**src/rtl/fpga_tile_gen2_if.sv**
```systemverilog
// fpga_tile_gen2_if: configuration load/commit and readback port of the logic tile
interface fpga_tile_gen2_if #(
   parameter int CFG_WORD = 8
);
   logic [CFG_WORD-1:0] cfg_data;
   logic                cfg_valid;
   logic                cfg_ready;
   logic                cfg_commit;
   logic                cfg_clear;
   logic                cfg_done;
   logic                cfg_err;
   logic                rb_start;
   logic [CFG_WORD-1:0] rb_data;
   logic                rb_valid;
   modport master (
      output cfg_data, cfg_valid, cfg_commit, cfg_clear, rb_start,
      input  cfg_ready, cfg_done, cfg_err, rb_data, rb_valid
   );
   modport slave (
      input  cfg_data, cfg_valid, cfg_commit, cfg_clear, rb_start,
      output cfg_ready, cfg_done, cfg_err, rb_data, rb_valid
   );
endinterface

```
**src/rtl/fpga_tile_gen2.sv**
```systemverilog
// fpga_tile_gen2: LUT tile with routing crossbar and double-buffered word-parallel configuration
module fpga_tile_gen2 #(
   parameter int BUS_WIDTH = 8,
   parameter int NUM_LE    = 4,
   parameter int LE_INPUTS = 4,
   parameter int CFG_WORD  = 8
) (
   input  logic                 clk,
   input  logic                 rst,
   input  logic                 fab_en,
   input  logic [BUS_WIDTH-1:0] bus_in,
   output logic [BUS_WIDTH-1:0] bus_out,
   fpga_tile_gen2_if.slave      cfg
);
   localparam int SELW     = $clog2(BUS_WIDTH + NUM_LE);
   localparam int LUTW     = 2 ** LE_INPUTS;
   localparam int LEB      = LUTW + LE_INPUTS * SELW + 1;
   localparam int CFG_BITS = NUM_LE * LEB + BUS_WIDTH * SELW;
   localparam int WORDS    = (CFG_BITS + CFG_WORD - 1) / CFG_WORD;
   localparam int TOT      = WORDS * CFG_WORD;
   localparam int CNTW     = $clog2(WORDS + 1);

   typedef enum logic [1:0] {IDLE, LOAD, FULL, READBACK} state_t;

   state_t            state, state_nx;
   logic [CNTW-1:0]   cnt;
   logic [TOT-1:0]    shadow, active, vmask;
   logic [NUM_LE-1:0] le_q, lut_comb, le_out;
   logic [2**SELW-1:0] src_q, src_o;
   logic              accept, commit_ok, commit_bad, clear_ok, rb_go, rb_more, rb_last;

   always_comb begin
      clear_ok      = cfg.cfg_clear && (state == LOAD || state == FULL);
      commit_ok     = state == FULL && cfg.cfg_commit && !cfg.cfg_clear;
      commit_bad    = (state == IDLE || state == LOAD) && cfg.cfg_commit && !cfg.cfg_clear;
      rb_go         = state == IDLE && cfg.rb_start && cfg.cfg_done;
      rb_last       = state == READBACK && cnt == CNTW'(WORDS);
      rb_more       = state == READBACK && !rb_last;
      cfg.cfg_ready = state == IDLE || state == LOAD;
      accept        = cfg.cfg_valid && cfg.cfg_ready && !cfg.cfg_clear && !cfg.cfg_commit && !rb_go;
   end

   always_comb begin
      state_nx = state;
      if (state == READBACK)
         state_nx = rb_last ? IDLE : READBACK;
      else if (clear_ok || commit_ok)
         state_nx = IDLE;
      else if (rb_go)
         state_nx = READBACK;
      else if (accept)
         state_nx = cnt == CNTW'(WORDS - 1) ? FULL : LOAD;
   end

   always_ff @(posedge clk or posedge rst)
      if (rst) state <= IDLE;
      else     state <= state_nx;

   // pad bits above CFG_BITS never reach the active store, so readback shows them as 0
   always_comb
      for (int b = 0; b < TOT; b++)
         vmask[b] = b < CFG_BITS;

   always_ff @(posedge clk or posedge rst) begin
      if (rst) begin
         cnt          <= '0;
         shadow       <= '0;
         active       <= '0;
         le_q         <= '0;
         cfg.cfg_done <= 1'b0;
         cfg.cfg_err  <= 1'b0;
         cfg.rb_valid <= 1'b0;
         cfg.rb_data  <= '0;
      end else begin
         if (commit_ok) begin
            active       <= shadow & vmask;
            le_q         <= '0;
            cfg.cfg_done <= 1'b1;
         end else if (fab_en)
            le_q <= lut_comb;
         if (commit_bad)
            cfg.cfg_err <= 1'b1;
         if (accept)
            shadow[cnt*CFG_WORD +: CFG_WORD] <= cfg.cfg_data;
         if (state == READBACK)
            cnt <= rb_last ? '0 : cnt + 1'b1;
         else if (clear_ok || commit_ok)
            cnt <= '0;
         else if (rb_go)
            cnt <= CNTW'(1);
         else if (accept)
            cnt <= cnt + 1'b1;
         cfg.rb_valid <= rb_go || rb_more;
         cfg.rb_data  <= rb_go ? active[0 +: CFG_WORD] :
                         rb_more ? active[cnt*CFG_WORD +: CFG_WORD] : '0;
      end
   end

   // LE inputs see only registered LE outputs, which keeps the fabric loop-free
   always_comb begin
      src_q = '0;
      src_q[BUS_WIDTH-1:0] = bus_in;
      src_q[BUS_WIDTH +: NUM_LE] = le_q;
   end

   always_comb begin
      src_o = '0;
      src_o[BUS_WIDTH-1:0] = bus_in;
      src_o[BUS_WIDTH +: NUM_LE] = le_out;
   end

   for (genvar i = 0; i < NUM_LE; i++) begin : g_le
      logic [LE_INPUTS-1:0] addr;
      logic [LUTW-1:0]      lut;
      always_comb
         for (int k = 0; k < LE_INPUTS; k++)
            addr[k] = src_q[active[i*LEB + LUTW + k*SELW +: SELW]];
      assign lut         = active[i*LEB +: LUTW];
      assign lut_comb[i] = lut[addr];
      assign le_out[i]   = active[i*LEB + LUTW + LE_INPUTS*SELW] ? le_q[i] : lut_comb[i];
   end

   for (genvar j = 0; j < BUS_WIDTH; j++) begin : g_out
      assign bus_out[j] = cfg.cfg_done ? src_o[active[NUM_LE*LEB + j*SELW +: SELW]] : 1'b0;
   end
endmodule
```
**src/flat_wrapper.sv**
```systemverilog
// flat-port wrapper written by rule: the top's interface ports become plain ports
module fpga_tile_gen2_flat 
#(
   parameter int BUS_WIDTH = 8,
   parameter int NUM_LE    = 4,
   parameter int LE_INPUTS = 4,
   parameter int CFG_WORD  = 8
)
  (clk, rst, fab_en, bus_in, bus_out, cfg_cfg_data, cfg_cfg_valid, cfg_cfg_commit, cfg_cfg_clear, cfg_rb_start, cfg_cfg_ready, cfg_cfg_done, cfg_cfg_err, cfg_rb_data, cfg_rb_valid);
  fpga_tile_gen2_if #(.CFG_WORD(CFG_WORD)) cfg_i ();
  input  logic clk;
  input  logic rst;
  input  logic fab_en;
  input  logic [BUS_WIDTH-1:0] bus_in;
  output logic [BUS_WIDTH-1:0] bus_out;
  input wire logic [$bits(cfg_i.cfg_data)-1:0] cfg_cfg_data;
  input wire logic [$bits(cfg_i.cfg_valid)-1:0] cfg_cfg_valid;
  input wire logic [$bits(cfg_i.cfg_commit)-1:0] cfg_cfg_commit;
  input wire logic [$bits(cfg_i.cfg_clear)-1:0] cfg_cfg_clear;
  input wire logic [$bits(cfg_i.rb_start)-1:0] cfg_rb_start;
  output wire logic [$bits(cfg_i.cfg_ready)-1:0] cfg_cfg_ready;
  output wire logic [$bits(cfg_i.cfg_done)-1:0] cfg_cfg_done;
  output wire logic [$bits(cfg_i.cfg_err)-1:0] cfg_cfg_err;
  output wire logic [$bits(cfg_i.rb_data)-1:0] cfg_rb_data;
  output wire logic [$bits(cfg_i.rb_valid)-1:0] cfg_rb_valid;
  assign cfg_i.cfg_data = cfg_cfg_data;
  assign cfg_i.cfg_valid = cfg_cfg_valid;
  assign cfg_i.cfg_commit = cfg_cfg_commit;
  assign cfg_i.cfg_clear = cfg_cfg_clear;
  assign cfg_i.rb_start = cfg_rb_start;
  assign cfg_cfg_ready = cfg_i.cfg_ready;
  assign cfg_cfg_done = cfg_i.cfg_done;
  assign cfg_cfg_err = cfg_i.cfg_err;
  assign cfg_rb_data = cfg_i.rb_data;
  assign cfg_rb_valid = cfg_i.rb_valid;
  fpga_tile_gen2 #(.BUS_WIDTH(BUS_WIDTH), .NUM_LE(NUM_LE), .LE_INPUTS(LE_INPUTS), .CFG_WORD(CFG_WORD)) u_core (.clk(clk), .rst(rst), .fab_en(fab_en), .bus_in(bus_in), .bus_out(bus_out), .cfg(cfg_i));
endmodule
```
**config.mk**
```make
export PLATFORM = sky130hd
export DESIGN_NAME = fpga_tile_gen2_flat
export DESIGN_NICKNAME = d
export VERILOG_FILES = /design/src/rtl/fpga_tile_gen2_if.sv /design/src/rtl/fpga_tile_gen2.sv /design/src/flat_wrapper.sv
export SDC_FILE = /design/constraint.sdc
export NUM_CORES = 1
export LEC_CHECK = 0
export CAP_MARGIN = 40
export CORE_MARGIN = 4
export CORE_UTILIZATION = 50
export CTS_CLUSTER_DIAMETER = 30
export DETAILED_ROUTE_END_ITERATION = 7
export GPL_TIMING_DRIVEN = 0
export PLACE_DENSITY = 0.69
export REMOVE_ABC_BUFFERS = 1
export SLEW_MARGIN = 20
export SYNTH_ARGS = -nofsm -noshare
export SYNTH_HDL_FRONTEND = slang
export SYNTH_SLANG_ARGS = --single-unit
```
**constraint.sdc**
```tcl
create_clock -name clk -period 22.5 [get_ports clk]
set_input_delay 6.75 -clock clk [delete_from_list [all_inputs] [get_ports clk]]
set_output_delay 6.75 -clock clk [all_outputs]
set_load 0.03 [all_outputs]
```
==> qor.yml, run 1 <==
sta:
  holdWs_ns: 0.454
  slew-limit-headroom: 0.419
  skew_ns: 0.0255
  rsz0062_at_grt: "false"
  fin_setup_tns_ns: 0
  setup_viol_count_final: 0
  finalMaxSlewViolations: 0
  worst_pin_slew_ns: 0.869
  fmax_ghz: 0.0580
  worst_slack_ns: 5.25
  finalCritPeriodShare: 0.767
  fin_crit_ns: 17.25
  finalHoldViolCount: 0
logic_synthesis:
  synthCells: 1828
  postSynth.asyncResetShare: 1.00
  ys_warn_count: 0
  synth-seq-cells: 350
  yosysUniqueCellTypes: 76
  synthFlopType: "dfrtp_1"
  synth-edff-count: 0
  syn-cell-area_sq_um: 18600
  seq_area_frac_synth: 0.470
  avgSynthCellArea_sq_um: 10.2
placed_design:
  pre_cts_ws_ns: 5.38
  dp_hpwl_mm: 39.4
  port_buffers: 42
  gp_congestion: 0.958
  placed_area_sq_um: 19300
run_status:
  status: "finished clean"
power:
  power_mw: 2.38
  p_leak_nw: 9.74
  power_density_nw_per_um2: 109
  ir_drop_uv: 47.8
drt:
  routedWlPerCell_um: 25.6
  avgViaCountPerCell: 6.49
  drt_iter0_drc: 1811
  dr_total_vias: 15400
  wl_mm: 60.6
  ant_nets: 0
  drt_pass1_iterations: 6
  drc: 0
cts:
  clk_pin_slew_worst_paths_ns: 0.05
  cts_root_buffer: "clkbuf_16"
  cts_buffers: 73
  htree_levels: 3
  cts_setup_buffers: 0
  clockBufferDepth: 3
  insertion_delay_ns: 0.58
  postCtsHoldBufs: 0
  cts_resized: 0
  cts_tree: "built"
  cts.sinks: 350
worst_setup_path:
  slowest_stage: "clkdlybuf4s50_1"
  crit_fanout: 24
  cpLargestDelayFamily: "buffers and inverters"
  path_class: "input port to primary output"
  path_buf_inv: 2
  worstPathArrival_ns: 10.50
  crit_path_end_kind: "primary output"
  start_kind: "input port"
  cp_slowest_stage_delay_ns: 0.75
  path_cells: "buf_2 > mux4_2 > mux2i_1 > o21ai_2 > mux2i_1 > mux2i_1 > mux4_2 > a21oi_1 > o41ai_2 > clkdlybuf4s50_1"
  required_ns: 15.75
  cp_common_cell: "mux2i_1"
finish:
  mostFrequentLayoutCells: "680 x nand2_1, 348 x dfrtp_1, 106 x o31ai_1"
  fin_area_sq_um: 21900
  area_delta_synth_final_pct: 17.5
  layout_commonest_cell: "nand2_1"
  layout-drive-gt1-share: 0.180
  nNetsFinal: 1874
grt:
  grt_pass1_vias: 14900
  overflow: 0
  grt_pass1_wl_mm: 92.3
  antenna_found_initial: 2
  track_usage: 0.296
  grt_max_degree: 106
worst_hold_path:
  hold_path.class: "flip-flop to flip-flop"
floorplanning:
  initial_utilization: 0.507
  dieHeight_um: 201
  core_sq_um: 36700
  die_area_sq_um: 40400
  pin_count: 43
  row_count: 70
  dieWidth_um: 201
run:
  max-cap-violations: 0
==> final timing paths <==
| kind | from | to | slack, ns | cells past startpoint |
|---|---|---|---|---|
| max | bus_in[3] | bus_out[4] | 5.25 | 10 |
| min | u_core.shadow[138] | u_core.active[138] | 0.45 | 2 |
| max reg2reg | u_core.cnt[0] | u_core.shadow[131] | 17.95 | 10 |
| min reg2reg | u_core.shadow[138] | u_core.active[138] | 0.45 | 2 |
| max in group asynchronous | rst | u_core.shadow[146] | 14.60 | 4 |
| min in group asynchronous | rst | u_core.shadow[99] | 6.69 | 2 |
==> per-stage QoR <==
stage | util | cells
final | 0.596 | 2372
after global routing | 0.596 | 2371
after CTS | 0.595 | 2368
after detailed placement | 0.527 | 2233
after global placement | 0.516 | 2211
after floorplan | - | 1701
==> state kept, by name, summed over array words and instances (netlist names) <==
name / flops
u_core.cfg.cfg_done: 1
u_core.le_q: 4
u_core.state: 2
u_core.cfg.cfg_err: 1
u_core.cnt: 5
u_core.active: 164
u_core.shadow: 164
u_core.cfg.rb_data: 8
u_core.cfg.rb_valid: 1
==> cells in the mapped netlist, types with 4 or more instances <==
| cell type | number | area share |
|---|---|---|
| nand2_1 | 681 | 0.14 |
| dfrtp_1 | 350 | 0.47 |
| o31ai_1 | 106 | 0.043 |
| mux4_2 | 98 | 0.12 |
| clkbuf_1 | 93 | 0.019 |
| o21ai_0 | 49 | 0.013 |
| mux2i_1 | 40 | 0.022 |
| nor2_1 | 39 | 0.0079 |
| mux2_2 | 38 | 0.023 |
| nand3b_1 | 34 | 0.014 |
| nand3_1 | 31 | 0.0083 |
| a21oi_1 | 24 | 0.0065 |
| buf_2 | 18 | 0.0048 |
| inv_1 | 18 | 0.0036 |
| o41ai_1 | 16 | 0.0075 |
| o211ai_1 | 15 | 0.0060 |
| a31oi_1 | 11 | 0.0037 |
| nand4_1 | 11 | 0.0037 |
| o21ai_1 | 9 | 0.0024 |
| o41ai_2 | 9 | 0.0079 |
| ha_1 | 8 | 0.0054 |
| or3_2 | 8 | 0.0032 |
| mux4_1 | 7 | 0.0099 |
| mux2_1 | 6 | 0.0036 |
| nor3b_1 | 6 | 0.0024 |
| a22oi_1 | 5 | 0.0020 |
| bufbuf_16 | 5 | 0.0087 |
| nor2b_1 | 5 | 0.0017 |
| o22ai_1 | 5 | 0.0017 |
| a211oi_1 | 4 | 0.0016 |
| a222oi_1 | 4 | 0.0022 |
| buf_1 | 4 | 0.00081 |
| nor3_1 | 4 | 0.0011 |
| xor2_1 | 4 | 0.0019 |
==> cell type report <==
type	instances	area (sq um)
well taps	468	586
fillers	2956	14800
inverters	21	86.3
diodes	1	2.50
flip-flops and latches	350	8770
repair buffers	67	807
multi-input cells	1330	9120
clock inverters	47	533
clock buffers	88	1960
==> per-layer routing <==
layer | GRT usage | up-vias | share of wire
met5 | 0 | - | 0.00021
met4 | 0.138 | 2 | 0.049
met3 | 0.0884 | 194 | 0.11
met2 | 0.452 | 962 | 0.45
met1 | 0.392 | 7666 | 0.38
li1 | - | 6560 | -
==> cells by family (layout without fill, tap and decap cells) <==
family | Yosys count | after routing | share of synthesized area
other cells | 0 | 1 | 0
buf+inv | 148 | 223 | 0.0419
flops | 350 | 350 | 0.470
mux | 190 | 190 | 0.177
simple gates | 842 | 842 | 0.189
xor+xnor | 7 | 7 | 0.00329
fa+ha+maj | 8 | 8 | 0.00538
compound gates | 283 | 283 | 0.113
==> worst min-delay path: stages (launching register included) <==
cell and delay [ns]:
dfrtp_1 0.33, nand2_1 0.05, nand2_1 0.05
==> where the power goes <==
group,internal [mW],switching (mW)
Sequential,0.665,0.0667
Combinational,0.181,0.398
Clock,0.709,0.365
(Power assumes the default switching activity.)
==> run 2: changes to the inputs <==
--- a/config.mk
+++ b/config.mk
@@ -11,7 +11,7 @@
 export CTS_CLUSTER_DIAMETER = 30
 export DETAILED_ROUTE_END_ITERATION = 7
 export GPL_TIMING_DRIVEN = 0
-export PLACE_DENSITY = 0.69
+export PLACE_DENSITY = 0.72
 export REMOVE_ABC_BUFFERS = 1
 export SLEW_MARGIN = 20
 export SYNTH_ARGS = -nofsm -noshare
==> constraint.sdc (replaced) <==
create_clock -name clk -period 14 [get_ports clk]
set_input_delay 4.2 -clock clk [delete_from_list [all_inputs] [get_ports clk]]
set_output_delay 4.2 -clock clk [all_outputs]
set_load 0.03 [all_outputs]
==> run 2 against run 1 <==
Effect of this change:
- critical path depth stayed put
- clock power is 77% higher
- die area did not move
- combinational power rose by 55%
- hold slack is essentially flat
- count of clock-buffer cells in the layout up 16
- largest power group unchanged
- power up 67%
- utilization up 0.61 points
==> qor.yml, run 2 (synthesis results as in run 1) <==
run_status:
  status: "finished clean"
floorplanning:
  core_sq_um: 36700
  pin_count: 43
  die_area_sq_um: 40400
  dieWidth_um: 201
  initial_utilization: 0.507
  row_count: 70
  dieHeight_um: 201
cts:
  cts.sinks: 350
  cts_root_buffer: "clkbuf_16"
  htree_levels: 3
  clk_pin_slew_worst_paths_ns: 0.05
  clockBufferDepth: 3
  cts_setup_buffers: 0
  cts_buffers: 77
  cts_tree: "built"
  insertion_delay_ns: 0.58
  postCtsHoldBufs: 0
  cts_resized: 0
drt:
  ant_nets: 0
  wl_mm: 60.5
  avgViaCountPerCell: 6.56
  drt_iter0_drc: 2116
  drt_pass1_iterations: 7
  drc: 0
  routedWlPerCell_um: 25.5
  dr_total_vias: 15600
worst_setup_path:
  worstPathArrival_ns: 7.96
  path_buf_inv: 2
  crit_path_end: "bus_out[5]"
  cpLargestDelayFamily: "compound AO/OA/AOI/OAI gates"
  ff2ff_path_depth: 9
  required_ns: 9.80
  timing.rr.start: "u_core.cnt[1]"
  setup.worst_path.start: "bus_in[5]"
  slowest_stage: "clkdlybuf4s50_1"
  crit_fanout: 24
  path_depth: 10
  crit_path_end_kind: "primary output"
  path_cells: "buf_2 > mux4_2 > nand3_1 > o21ai_1 > mux2_2 > o211ai_1 > a31oi_4 > a21oi_1 > o41ai_2 > clkdlybuf4s50_1"
  cp_slowest_stage_delay_ns: 0.75
  start_kind: "input port"
  r2r_end: "u_core.shadow[133]"
  r2r_setup_slack_ns: 9.54
  path_class: "input port to primary output"
grt:
  track_usage: 0.293
  antenna_found_initial: 1
  overflow: 0
  grt_pass1_vias: 15300
  grt_max_degree: 109
  grt_pass1_wl_mm: 92.0
run:
  max-cap-violations: 0
sta:
  finalCritPeriodShare: 0.869
  slew-limit-headroom: 0.425
  skew_ns: 0.0273
  finalMaxSlewViolations: 0
  finalHoldViolCount: 0
  holdWs_ns: 0.454
  fin_setup_tns_ns: 0
  setup_viol_count_final: 0
  worst_pin_slew_ns: 0.861
  fmax_ghz: 0.0822
  rsz0062_at_grt: "false"
  fin_crit_ns: 12.16
finish:
  nNetsFinal: 1874
  fillCellCount: 2831
  mostFrequentLayoutCells: "680 x nand2_1, 348 x dfrtp_1, 106 x o31ai_1"
  fin_cells: 2375
  layout_commonest_cell: "nand2_1"
  largestRegisters: "u_core.active: 164 flops, u_core.shadow: 164 flops, u_core.cfg.rb_data: 8 flops"
  area_delta_synth_final_pct: 18.7
  layout-drive-gt1-share: 0.180
power:
  p_clk_frac: 0.475
  p_leak_nw: 9.85
  p_sw_mw: 1.33
  power_mw: 3.98
  seqPwrFrac: 0.299
  ir_drop_uv: 96.9
  swShare: 0.335
  p_int_mw: 2.65
  pwr-share-comb: 0.226
  power_density_nw_per_um2: 180
placed_design:
  port_buffers: 42
  gp_congestion: 0.967
  placed_cells: 2230
  dp_hpwl_mm: 38.4
worst_hold_path:
  hold_path.class: "flip-flop to flip-flop"
  hold_start: "u_core.shadow[51]"
[run 2: cell count changes in the layout (fill, tap and decap cells not counted), moves of 2 or more]
cell / previous run / this run
buf_12: 6 / 2
buf_16: 4 / 8
buf_4: 2 / 0
buf_8: 11 / 8
bufinv_16: 7 / 10
clkbuf_1: 7 / 9
clkbuf_16: 73 / 78
clkbuf_8: 8 / 17
clkinv_4: 10 / 5
clkinvlp_4: 13 / 11
inv_6: 8 / 3
[run 2: metrics by stage]
| step | setup WS [ns] | instance area, sq um | util |
|---|---|---|---|
| finish | 1.84 | 22100 | 0.602 |
| global route | 1.85 | 22100 | 0.602 |
| CTS | 2.02 | 22100 | 0.601 |
| detailed placement | 2.04 | 19300 | 0.527 |
| global placement | -3.87 | 18900 | 0.516 |
| floorplan | 0.0932 | 17900 | - |
[run 2: worst reg2reg max path, stage by stage (launching register included)]
cell	delay [ns]
dfrtp_4	0.91
inv_1	0.23
ha_1	0.36
nor3b_1	0.23
ha_1	0.61
nand2_1	0.40
nor3_2	0.34
nor3b_2	0.39
nand2_1	0.47
o31ai_1	0.41
[run 2: power groups by stage]
stage               combinational (mW)  clock (mW)  sequential [mW]
floorplan                        0.494           0             1.17
global placement                 0.774           0             1.22
detailed placement               0.862           0             1.20
CTS                              0.867        1.90             1.18
global route                     0.934        1.96             1.20
finish                           0.898        1.89             1.19
[run 2: area by class of cell]
class                           count  area, sq um  share of cell area
Timing Repair Buffer               63          782              0.0354
Inverter                           21         86.3             0.00391
Clock buffer                      104         2220               0.100
Antenna cell                        1         2.50            0.000113
Clock inverter                     38          524              0.0237
Sequential cell                   350         8770               0.397
Tap cell                          468          586              0.0265
Multi-Input combinational cell   1330         9120               0.413
[run 2: worst min-delay path by stage]
stage                               to  slack [ns]  cells past startpoint
finish               u_core.active[51]        0.45                      2
floorplan             u_core.active[0]        0.43                      2
global placement     u_core.active[97]        0.44                      2
detailed placement  u_core.active[118]        0.45                      2
global route         u_core.active[78]        0.47                      2
CTS                  u_core.active[61]        0.45                      2
[run 2: routing by layer]
metal | wire [um] | vias up | track usage
met3 | 7890 | 232 | 0.0889
li1 | - | 6547 | -
met4 | 3560 | 2 | 0.159
met5 | 7 | - | 0
met1 | 22300 | 7678 | 0.391
met2 | 26700 | 1125 | 0.433
==> run 3: changes to the inputs <==
--- a/config.mk
+++ b/config.mk
@@ -5,7 +5,9 @@
 export SDC_FILE = /design/constraint.sdc
 export NUM_CORES = 1
 export LEC_CHECK = 0
+export ABC_CLOCK_PERIOD_IN_PS = 14000
 export CAP_MARGIN = 40
+export CORE_ASPECT_RATIO = 1.2
 export CORE_MARGIN = 4
 export CORE_UTILIZATION = 50
 export CTS_CLUSTER_DIAMETER = 30
==> run 3 against run 2 <==
Effect of this change:
- register-to-register slack lost 0.05 ns
- clock power shrank 25%
- flip-flop and latch count is the same
- non-clock buffer count is the same
- global-route usage shrank 0.27 points
- critical endpoint is now bus_out[7]
==> qor.yml, run 3 (synthesis results as in run 1) <==
sta:
  fin_crit_ns: 12.18
  worst_slack_ns: 1.82
  setup_viol_count_final: 0
  skew_ns: 0.0175
  slew-limit-headroom: 0.375
  finalHoldViolCount: 0
  finalCritPeriodShare: 0.870
  finalMaxSlewViolations: 0
  holdWs_ns: 0.461
  fmax_ghz: 0.0821
  worst_pin_slew_ns: 0.938
  fin_setup_tns_ns: 0
  rsz0062_at_grt: "false"
placed_design:
  pre_cts_ws_ns: 1.92
  port_buffers: 42
  placed_area_sq_um: 19300
  placed_cells: 2234
  gp_congestion: 0.949
  dp_hpwl_mm: 38.2
floorplanning:
  dieWidth_um: 184
  dieHeight_um: 219
  core_sq_um: 36800
  initial_utilization: 0.506
  die_area_sq_um: 40400
  pin_count: 43
  row_count: 77
drt:
  avgViaCountPerCell: 6.55
  drt_iter0_drc: 1953
  wl_mm: 58.5
  drt_pass1_iterations: 6
  ant_nets: 0
  routedWlPerCell_um: 25.0
  dr_total_vias: 15300
  drc: 0
worst_setup_path:
  crit_fanout: 24
  r2r_setup_slack_ns: 9.49
  slowest_stage: "clkdlybuf4s50_1"
  timing.rr.start: "u_core.cnt[1]"
  path_cells: "buf_2 > nor2b_1 > a2111oi_0 > o41ai_2 > mux4_1 > nand3b_2 > a41oi_4 > o21ai_1 > o41ai_2 > clkdlybuf4s50_1"
  cp_common_cell: "o41ai_2"
  start_kind: "input port"
  path_class: "input port to primary output"
  r2r_end: "u_core.shadow[130]"
  worstPathArrival_ns: 7.98
  required_ns: 9.80
  crit_path_end_kind: "primary output"
  ff2ff_path_depth: 9
  cp_slowest_stage_delay_ns: 0.76
grt:
  overflow: 0
  grt_pass1_vias: 15000
  grt_max_degree: 89
  track_usage: 0.291
  antenna_found_initial: 1
  grt_pass1_wl_mm: 89.7
power:
  power_density_nw_per_um2: 164
  power_mw: 3.50
  ir_drop_uv: 114
  p_leak_nw: 9.47
cts:
  clockBufferDepth: 3
  cts_root_buffer: "clkbuf_16"
  cts_setup_buffers: 0
  htree_levels: 2
  postCtsHoldBufs: 0
  cts.sinks: 350
  insertion_delay_ns: 0.58
  cts_tree: "built"
  cts_resized: 0
  cts_buffers: 55
  clk_pin_slew_worst_paths_ns: 0.06
finish:
  layout_commonest_cell: "nand2_1"
  area_delta_synth_final_pct: 14.5
  utilization: 0.579
  layout-drive-gt1-share: 0.166
  fin_cells: 2341
  nNetsFinal: 1852
  fin_area_sq_um: 21300
  largestRegisters: "u_core.active: 164 flops, u_core.shadow: 164 flops, u_core.cfg.rb_data: 8 flops"
  mostFrequentLayoutCells: "679 x nand2_1, 348 x dfrtp_1, 106 x o31ai_1"
run_status:
  status: "finished clean"
run:
  max-cap-violations: 0
worst_hold_path:
  hold_path.class: "flip-flop to flip-flop"
  min_to: "u_core.active[37]"
  hold_depth: 2
  hold_start: "u_core.shadow[37]"
run 3: changes by cell type in the layout (fill, tap and decap cells not counted), sizes merged:
| cell | before | now |
|---|---|---|
| clkbuf | 105 | 64 |
| inv | 22 | 31 |
| bufinv | 10 | 6 |
| clkinvlp | 11 | 8 |
| clkinv | 16 | 14 |
| buf | 28 | 29 |
run 3: worst max-delay path, delay by kind of cell:
kind / cells / cell delay (ns)
compound gates: 5 / 1.67
buf+inv: 2 / 1.37
mux: 1 / 0.38
simple gates: 2 / 0.34
run 3: final cells by class:
| type | count | area, sq um |
|---|---|---|
| multi-input cells | 1330 | 9120 |
| well taps | 474 | 593 |
| inverters | 21 | 86.3 |
| clock buffers | 64 | 1490 |
| flip-flops and latches | 350 | 8770 |
| fillers | 2913 | 15500 |
| clock inverters | 38 | 438 |
| diodes | 1 | 2.50 |
| repair buffers | 63 | 811 |
run 3: how the worst max path moves through the flow:
stage               startpoint           endpoint  slack (ns)  depth (start not counted)
CTS                  bus_in[0]         bus_out[7]        1.90                         10
finish               bus_in[0]         bus_out[7]        1.82                         10
detailed placement   bus_in[3]         bus_out[7]        1.92                         10
global route         bus_in[0]         bus_out[7]        1.73                         10
floorplan                  rst   u_core.active[0]        0.09                          1
global placement           rst  u_core.active[69]       -3.83                          2
run 3: metal layers:
metal,global-route usage,vias to the layer above,part of all wire
li1,-,6504,-
met1,0.357,7587,0.35
met2,0.457,982,0.46
met3,0.0763,258,0.11
met4,0.186,2,0.075
met5,0,-,0.00031
run 3: power breakdown:
| part | internal, mW | leakage, nW | switching [mW] |
|---|---|---|---|
| Combinational | 0.289 | 3.69 | 0.626 |
| Sequential | 1.07 | 4.86 | 0.106 |
| Clock | 0.887 | 0.930 | 0.525 |
| Total | 2.24 | 9.47 | 1.26 |
